## src/rtl/uart_msg_tx_if.sv

```systemverilog
// Message handshake and UART line bundle for uart_msg_tx.
// master: the message builder that presents a message and watches the line.
// slave : the transmitter itself.
interface uart_msg_tx_if #(
  parameter int MAX_BYTES = 12,
  parameter int REPEAT_W  = 3
);
  localparam int LEN_W = $clog2(MAX_BYTES + 1);
  localparam int IDX_W = (MAX_BYTES > 1) ? $clog2(MAX_BYTES) : 1;

  logic [8*MAX_BYTES-1:0] TX_DATA;
  logic [LEN_W-1:0]       TX_LEN;
  logic [REPEAT_W-1:0]    TX_REPEAT;
  logic                   TX_VALID;
  logic                   TX_READY;
  logic                   O_TX_SERIAL;
  logic                   O_TX_BUSY;
  logic                   O_TX_DONE;
  logic [IDX_W-1:0]       O_BYTE_IDX;

  modport master (
    output TX_DATA, TX_LEN, TX_REPEAT, TX_VALID,
    input  TX_READY, O_TX_SERIAL, O_TX_BUSY, O_TX_DONE, O_BYTE_IDX
  );

  modport slave (
    input  TX_DATA, TX_LEN, TX_REPEAT, TX_VALID,
    output TX_READY, O_TX_SERIAL, O_TX_BUSY, O_TX_DONE, O_BYTE_IDX
  );
endinterface

```

## src/rtl/uart_msg_tx.sv

```systemverilog
// uart_msg_tx: multi-byte UART message transmitter with inter-byte idle gap
// and whole-message repetition. All outputs are registered.
// Optional feature macro: UART_MSG_TX_PARITY_EN adds a parity bit after the
// data bits (even by default, odd when PARITY_ODD=1).
module uart_msg_tx #(
  parameter int CLKS_PER_BIT = 434,
  parameter int MAX_BYTES    = 12,
  parameter int GAP_CLKS     = 8661,
  parameter int REPEAT_W     = 3,
  parameter int STOP_BITS    = 1
`ifdef UART_MSG_TX_PARITY_EN
  , parameter bit PARITY_ODD = 1'b0
`endif
) (
  input logic          CLOCK,
  input logic          RESET,
  uart_msg_tx_if.slave bus
);
  localparam int LEN_W    = $clog2(MAX_BYTES + 1);
  localparam int IDX_W    = (MAX_BYTES > 1) ? $clog2(MAX_BYTES) : 1;
  localparam int STOP_CLK = STOP_BITS * CLKS_PER_BIT;
  localparam int SPAN_A   = (STOP_CLK > GAP_CLKS) ? STOP_CLK : GAP_CLKS;
  localparam int CNT_SPAN = (SPAN_A > 2) ? SPAN_A : 2;
  localparam int CNT_W    = $clog2(CNT_SPAN);

  localparam logic [CNT_W-1:0] BIT_LAST  = CNT_W'(CLKS_PER_BIT - 1);
  localparam logic [CNT_W-1:0] STOP_LAST = CNT_W'(STOP_CLK - 1);
  localparam logic [CNT_W-1:0] GAP_LAST  = CNT_W'((GAP_CLKS > 0) ? GAP_CLKS - 1 : 0);

  typedef enum logic [2:0] {
    S_IDLE   = 3'd0,
    S_START  = 3'd1,
    S_DATA   = 3'd2,
    S_STOP   = 3'd3,
    S_GAP    = 3'd4,
    S_FIN    = 3'd5
`ifdef UART_MSG_TX_PARITY_EN
    , S_PARITY = 3'd6
`endif
  } state_e;

`ifdef UART_MSG_TX_PARITY_EN
  // Parity over the data byte; odd flips the even result.
  function automatic logic parity_f(input logic [7:0] b, input logic odd);
    return (^b) ^ odd;
  endfunction
`endif

  state_e                 state_q, state_d;
  logic [CNT_W-1:0]       cnt_q, cnt_d;
  logic [2:0]             bit_idx_q, bit_idx_d;
  logic [IDX_W-1:0]       byte_idx_q, byte_idx_d;
  logic [REPEAT_W-1:0]    rep_q, rep_d;
  logic [LEN_W-1:0]       len_q, len_d;
  logic [8*MAX_BYTES-1:0] data_q, data_d;
  logic                   serial_q, serial_d;
  logic                   ready_q, ready_d;
  logic                   busy_q, busy_d;
  logic                   done_q, done_d;

  logic [8*MAX_BYTES-1:0] shifted_s;
  logic [7:0]             cur_byte_s;
  logic [LEN_W-1:0]       len_in_s;
  logic [REPEAT_W-1:0]    rep_in_s;
  logic                   last_byte_s;
  logic                   last_frame_s;
  logic [IDX_W-1:0]       nxt_idx_s;
  logic [REPEAT_W-1:0]    nxt_rep_s;

  // Next-state, datapath and next-output decode; outputs follow the next state.
  always_comb begin
    state_d    = state_q;
    cnt_d      = cnt_q;
    bit_idx_d  = bit_idx_q;
    byte_idx_d = byte_idx_q;
    rep_d      = rep_q;
    len_d      = len_q;
    data_d     = data_q;
    serial_d   = serial_q;
    done_d     = 1'b0;

    shifted_s  = data_q >> {byte_idx_q, 3'b000};
    cur_byte_s = shifted_s[7:0];
    len_in_s   = (bus.TX_LEN > LEN_W'(MAX_BYTES)) ? LEN_W'(MAX_BYTES) : bus.TX_LEN;
    rep_in_s   = (bus.TX_REPEAT == {REPEAT_W{1'b0}}) ? REPEAT_W'(1) : bus.TX_REPEAT;

    last_byte_s  = (LEN_W'(byte_idx_q) == (len_q - LEN_W'(1)));
    last_frame_s = last_byte_s && (rep_q == REPEAT_W'(1));
    // On the last byte of a pass, wrap to byte 0 and use up one repetition.
    nxt_idx_s    = last_byte_s ? {IDX_W{1'b0}} : (byte_idx_q + IDX_W'(1));
    nxt_rep_s    = last_byte_s ? (rep_q - REPEAT_W'(1)) : rep_q;

    case (state_q)
      S_IDLE: begin
        serial_d = 1'b1;
        if (bus.TX_VALID) begin
          data_d     = bus.TX_DATA;
          len_d      = len_in_s;
          rep_d      = rep_in_s;
          byte_idx_d = {IDX_W{1'b0}};
          bit_idx_d  = 3'd0;
          cnt_d      = {CNT_W{1'b0}};
          if (len_in_s == {LEN_W{1'b0}}) begin
            state_d = S_FIN;
          end else begin
            state_d  = S_START;
            serial_d = 1'b0;
          end
        end else begin
          state_d = S_IDLE;
        end
      end

      S_START: begin
        if (cnt_q == BIT_LAST) begin
          cnt_d     = {CNT_W{1'b0}};
          bit_idx_d = 3'd0;
          state_d   = S_DATA;
          serial_d  = cur_byte_s[0];
        end else begin
          cnt_d = cnt_q + CNT_W'(1);
        end
      end

      S_DATA: begin
        if (cnt_q == BIT_LAST) begin
          cnt_d = {CNT_W{1'b0}};
          if (bit_idx_q == 3'd7) begin
`ifdef UART_MSG_TX_PARITY_EN
            state_d  = S_PARITY;
            serial_d = parity_f(cur_byte_s, PARITY_ODD);
`else
            state_d  = S_STOP;
            serial_d = 1'b1;
`endif
          end else begin
            bit_idx_d = bit_idx_q + 3'd1;
            serial_d  = cur_byte_s[bit_idx_q + 3'd1];
          end
        end else begin
          cnt_d = cnt_q + CNT_W'(1);
        end
      end

`ifdef UART_MSG_TX_PARITY_EN
      S_PARITY: begin
        if (cnt_q == BIT_LAST) begin
          cnt_d    = {CNT_W{1'b0}};
          state_d  = S_STOP;
          serial_d = 1'b1;
        end else begin
          cnt_d = cnt_q + CNT_W'(1);
        end
      end
`endif

      S_STOP: begin
        serial_d = 1'b1;
        if (cnt_q == STOP_LAST) begin
          cnt_d = {CNT_W{1'b0}};
          if (last_frame_s) begin
            state_d    = S_FIN;
            done_d     = 1'b1;
            byte_idx_d = {IDX_W{1'b0}};
          end else if (GAP_CLKS > 0) begin
            state_d = S_GAP;
          end else begin
            state_d    = S_START;
            serial_d   = 1'b0;
            byte_idx_d = nxt_idx_s;
            rep_d      = nxt_rep_s;
          end
        end else begin
          cnt_d = cnt_q + CNT_W'(1);
        end
      end

      S_GAP: begin
        serial_d = 1'b1;
        if (cnt_q == GAP_LAST) begin
          cnt_d      = {CNT_W{1'b0}};
          state_d    = S_START;
          serial_d   = 1'b0;
          byte_idx_d = nxt_idx_s;
          rep_d      = nxt_rep_s;
        end else begin
          cnt_d = cnt_q + CNT_W'(1);
        end
      end

      // A zero-length message reaches FIN without the pulse armed, so it
      // spends one extra cycle here before DONE fires.
      S_FIN: begin
        serial_d = 1'b1;
        if (done_q) begin
          state_d = S_IDLE;
        end else begin
          done_d = 1'b1;
        end
      end

      default: begin
        state_d  = S_IDLE;
        serial_d = 1'b1;
      end
    endcase

    ready_d = (state_d == S_IDLE);
    busy_d  = (state_d != S_IDLE) && !done_d;
  end

  // State and output registers with synchronous reset to the idle line.
  always_ff @(posedge CLOCK) begin
    if (RESET) begin
      state_q    <= S_IDLE;
      cnt_q      <= {CNT_W{1'b0}};
      bit_idx_q  <= 3'd0;
      byte_idx_q <= {IDX_W{1'b0}};
      rep_q      <= {REPEAT_W{1'b0}};
      len_q      <= {LEN_W{1'b0}};
      data_q     <= {(8*MAX_BYTES){1'b0}};
      serial_q   <= 1'b1;
      ready_q    <= 1'b1;
      busy_q     <= 1'b0;
      done_q     <= 1'b0;
    end else begin
      state_q    <= state_d;
      cnt_q      <= cnt_d;
      bit_idx_q  <= bit_idx_d;
      byte_idx_q <= byte_idx_d;
      rep_q      <= rep_d;
      len_q      <= len_d;
      data_q     <= data_d;
      serial_q   <= serial_d;
      ready_q    <= ready_d;
      busy_q     <= busy_d;
      done_q     <= done_d;
    end
  end

  assign bus.TX_READY    = ready_q;
  assign bus.O_TX_SERIAL = serial_q;
  assign bus.O_TX_BUSY   = busy_q;
  assign bus.O_TX_DONE   = done_q;
  assign bus.O_BYTE_IDX  = byte_idx_q;
endmodule

```

## src/flat_wrapper.sv

```systemverilog
// flat-port wrapper written by rule: the top's interface ports become plain ports
module uart_msg_tx_flat 
#(
  parameter int CLKS_PER_BIT = 434,
  parameter int MAX_BYTES    = 12,
  parameter int GAP_CLKS     = 8661,
  parameter int REPEAT_W     = 3,
  parameter int STOP_BITS    = 1

)
  (CLOCK, RESET, bus_TX_DATA, bus_TX_LEN, bus_TX_REPEAT, bus_TX_VALID, bus_TX_READY, bus_O_TX_SERIAL, bus_O_TX_BUSY, bus_O_TX_DONE, bus_O_BYTE_IDX);
  uart_msg_tx_if #(.MAX_BYTES(MAX_BYTES), .REPEAT_W(REPEAT_W)) bus_i ();
  input logic CLOCK;
  input logic RESET;
  input wire logic [$bits(bus_i.TX_DATA)-1:0] bus_TX_DATA;
  input wire logic [$bits(bus_i.TX_LEN)-1:0] bus_TX_LEN;
  input wire logic [$bits(bus_i.TX_REPEAT)-1:0] bus_TX_REPEAT;
  input wire logic [$bits(bus_i.TX_VALID)-1:0] bus_TX_VALID;
  output wire logic [$bits(bus_i.TX_READY)-1:0] bus_TX_READY;
  output wire logic [$bits(bus_i.O_TX_SERIAL)-1:0] bus_O_TX_SERIAL;
  output wire logic [$bits(bus_i.O_TX_BUSY)-1:0] bus_O_TX_BUSY;
  output wire logic [$bits(bus_i.O_TX_DONE)-1:0] bus_O_TX_DONE;
  output wire logic [$bits(bus_i.O_BYTE_IDX)-1:0] bus_O_BYTE_IDX;
  assign bus_i.TX_DATA = bus_TX_DATA;
  assign bus_i.TX_LEN = bus_TX_LEN;
  assign bus_i.TX_REPEAT = bus_TX_REPEAT;
  assign bus_i.TX_VALID = bus_TX_VALID;
  assign bus_TX_READY = bus_i.TX_READY;
  assign bus_O_TX_SERIAL = bus_i.O_TX_SERIAL;
  assign bus_O_TX_BUSY = bus_i.O_TX_BUSY;
  assign bus_O_TX_DONE = bus_i.O_TX_DONE;
  assign bus_O_BYTE_IDX = bus_i.O_BYTE_IDX;
  uart_msg_tx #(.CLKS_PER_BIT(CLKS_PER_BIT), .MAX_BYTES(MAX_BYTES), .GAP_CLKS(GAP_CLKS), .REPEAT_W(REPEAT_W), .STOP_BITS(STOP_BITS)) u_core (.CLOCK(CLOCK), .RESET(RESET), .bus(bus_i));
endmodule
```

## config.mk

```make
export PLATFORM = sky130hd
export DESIGN_NAME = uart_msg_tx_flat
export DESIGN_NICKNAME = d
export VERILOG_FILES = /design/src/rtl/uart_msg_tx_if.sv /design/src/rtl/uart_msg_tx.sv /design/src/flat_wrapper.sv
export SDC_FILE = /design/constraint.sdc
export NUM_CORES = 1
export LEC_CHECK = 0
export CAP_MARGIN = 20
export CORE_ASPECT_RATIO = 1.1
export CORE_UTILIZATION = 30
export CTS_BUF_LIST = sky130_fd_sc_hd__clkbuf_4 sky130_fd_sc_hd__clkbuf_8
export DETAILED_ROUTE_END_ITERATION = 10
export GPL_TIMING_DRIVEN = 0
export PLACE_DENSITY = 0.5
export RECOVER_POWER = 25
export SLEW_MARGIN = 20
export SYNTH_ARGS = -nofsm -noshare
export SYNTH_HDL_FRONTEND = slang
export SYNTH_SLANG_ARGS = --single-unit
```

## constraint.sdc

```tcl
create_clock -name CLOCK -period 3.9 [get_ports CLOCK]
set_clock_uncertainty 0.05 [all_clocks]
set_input_delay 1.17 -clock CLOCK [delete_from_list [all_inputs] [get_ports CLOCK]]
set_output_delay 1.17 -clock CLOCK [all_outputs]
set_load 0.05 [all_outputs]
```

==> reports/results.txt <==
number of remaining DRC errors: 0
Net Switching: 0.000954 W
max frequency: 295 MHz
n_diodes: 0
class of the most critical setup path: register to register
violation count after the first detailed-routing iteration: 333
Synth-to-Final Area Change: 29.1%
sequential area share after synthesis: 0.421
post-synthesis instance area: 6230 um^2
arrival time of the worst setup path: 3690 ps
die extent in y: 153 um
met1 track demand over resource: 0.240
iteration count of the initial detailed-routing pass: 5
number of buffers created by CTS: 17
Std-Cell Core Area: 20100 um^2
most used cells in the layout excluding fill and tap cells: sky130_fd_sc_hd__nand2_1, sky130_fd_sc_hd__a21oi_1, sky130_fd_sc_hd__dfxtp_1, sky130_fd_sc_hd__clkdlybuf4s50_1, sky130_fd_sc_hd__clkbuf_1
dpl hpwl: 14.9 mm
number of instances in the synthesized netlist: 754
leading cell type in the layout, fill and taps excluded: sky130_fd_sc_hd__nand2_1
count of maximum capacitance violations: 0
floorplan row count: 54
Period minus WS final: 3390 ps
maximum fanout along the worst path: 10
IR Drop Worst-Case VDD: 181 uV
Top Usage Layer GRT: met2
slew at the pin with the worst max-slew slack: 1180 ps
Post-CTS Setup Bufs: 0
run status: finished clean
Syn Nets: 869
TritonCTS clock tree: yes
met2 track demand over resource in global routing: 0.333
wire length of the first global-routing pass: 31.4 mm
antenna violations before repair: 0
GRT Resource Usage Total: 0.193
clock transition at the registers of the reported paths: 90 ps
setup repair after global routing missed its margin: false
detailed-route via count: 5732
Post-CTS Resized: 0
fin nets: 1001
library cells used by synthesis: 65
sink count of the clock tree: 131
total design power: 0.00307 W
DRT antenna net count: 0
Bufs on Longest Clock Path: 2
vias in the first global route: 5806
kind of path behind the tightest hold check: register to register
switching share of total power: 0.311
Post-Route WL: 20.0 mm
cell area after layout: 8050 um^2
endpoint required time on the critical path: 4210 ps
clock insertion delay at the later pin of the skew report: 460 ps
WL per Instance: 17.4 um
relative contribution of sequential cells to total power: 0.477
filler instances: 2139
root buffer selected by CTS: sky130_fd_sc_hd__clkbuf_8
largest net degree at the start of global routing: 17
count of flip-flops with a built-in enable after synthesis: 0
post-detailed-placement cell area: 7680 um^2
Port Buffers: 113
grt ovf: 0
total count of hold-check failures in the final report: 0
H-Tree Depth: 4
worst-case headroom to the max-slew limit: 0.200
CP endpoint kind: register
type of element launching the critical path: register
number of flip-flops and latches in the synthesized netlist: 131
portion of the clock cycle consumed by the worst path in the final layout: 0.868
mean cell area of the mapped netlist: 8.27 um^2
internal power contribution: 0.00211 W
total negative slack: 0 ps
pre-CTS setup slack: 274 ps
Combinational Power Share: 0.155
GR met3 Demand/Resource: 0.0432
setup violators final: 0
final weighted congestion in routability-driven placement: 0.806
die footprint: 21400 um^2
vias per cell: 4.98
Hold-fix buffers, CTS: 0
share of post-route cells with drive strength above 1: 0.0790
ys async rst share: 0
Die X: 139 um
Hold Worst Slack: 404 ps
portion of total power attributed to the clock network: 0.368
prevailing post-synth register cell: sky130_fd_sc_hd__dfxtp_1
Static Leak: 2.87 nW
worst setup slack after layout: 514 ps
Ys Warns: 0
initial standard-cell utilization of the core: 0.311
power density of the placed cells: 381 nW/um^2
Final Slew Violations: 0
number of top-level pins: 114
[logic make-up after synthesis]
group / share of synthesized area
compound gates: 0.174
xor+xnor: 0.0120
fa+ha+maj: 0.0181
buf+inv: 0.0466
flops: 0.421
mux: 0.0996
simple gates: 0.229
[final timing paths]
check | startpoint | to | slack, ps | depth (start not counted)
hold reg to reg | u_core.rep_q[1] | u_core.rep_q[1] | 400 | 2
hold / removal | u_core.rep_q[1] | u_core.rep_q[1] | 400 | 2
setup reg to reg | u_core.bus.O_BYTE_IDX[1] | u_core.bus.O_TX_SERIAL | 510 | 8
setup / recovery | u_core.bus.O_BYTE_IDX[1] | u_core.bus.O_TX_SERIAL | 510 | 8
[synth_stat cells (7+ instances only)]
cell,count,share of area
sky130_fd_sc_hd__mux2_2,8,0.014
sky130_fd_sc_hd__clkbuf_1,45,0.027
sky130_fd_sc_hd__inv_1,10,0.0060
sky130_fd_sc_hd__ha_1,9,0.018
sky130_fd_sc_hd__nor3_1,7,0.0056
sky130_fd_sc_hd__nand2_1,216,0.13
sky130_fd_sc_hd__mux4_2,13,0.047
sky130_fd_sc_hd__nand3_1,14,0.011
sky130_fd_sc_hd__dfxtp_1,131,0.42
sky130_fd_sc_hd__a21oi_1,131,0.11
sky130_fd_sc_hd__nand3b_1,11,0.013
sky130_fd_sc_hd__o21ai_0,13,0.010
sky130_fd_sc_hd__mux2i_1,8,0.013
sky130_fd_sc_hd__nor2_1,25,0.015
[routing by layer]
| metal | up-vias | share of wire |
|---|---|---|
| li1 | 2888 | - |
| met1 | 2679 | 0.44 |
| met2 | 144 | 0.49 |
| met3 | 21 | 0.049 |
| met4 | 0 | 0.014 |
| met5 | - | 0 |
[power by group through the flow]
stage	registers (W)	clock network, W	logic, W
finish	0.00146	0.00113	0.000476
global route	0.00147	0.00121	0.000528
CTS	0.00146	0.00115	0.000483
detailed placement	0.00149	0	0.000482
global placement	0.00149	0	0.000479
floorplan	0.00149	0	0.000253
[registers in the layout, indices dropped and copies added, names as in the netlist, 3 cells and up]
signal                 flops
u_core.bus.O_BYTE_IDX      4
u_core.state_q             3
u_core.cnt_q              14
u_core.bit_idx_q           3
u_core.rep_q               3
u_core.len_q               4
u_core.data_q             96
[layout make-up]
class                           instances  area [um^2]  share of cell area
Timing Repair Buffer                  113         1130               0.141
Multi-Input combinational cell        557         3310               0.412
Tap cell                              252          315              0.0392
Sequential cell                       131         2620               0.326
Buffer                                 56          249              0.0309
Inverter                               10         37.5             0.00466
Clock inverter                         14          135              0.0168
Clock buffer                           18          241              0.0300
[critical path, stage by stage (launching register included)]
cell and delay (ps):
sky130_fd_sc_hd__dfxtp_1 380, sky130_fd_sc_hd__clkbuf_1 630, sky130_fd_sc_hd__buf_4 350, sky130_fd_sc_hd__clkbuf_1 620, sky130_fd_sc_hd__mux4_2 460, sky130_fd_sc_hd__mux2_2 300
sky130_fd_sc_hd__nand4_1 90, sky130_fd_sc_hd__nand4_1 140, sky130_fd_sc_hd__a32o_1 250
[stage by stage]
stage | instances | util
6_report | 1151 | 0.401
4_1_cts | 1151 | 0.401
3_5_place_dp | 1119 | 0.383
3_3_place_gp | 1119 | 0.383
5_1_grt | 1151 | 0.401
2_1_floorplan | 754 | -
Note: power is estimated with default switching activity, not from simulation.
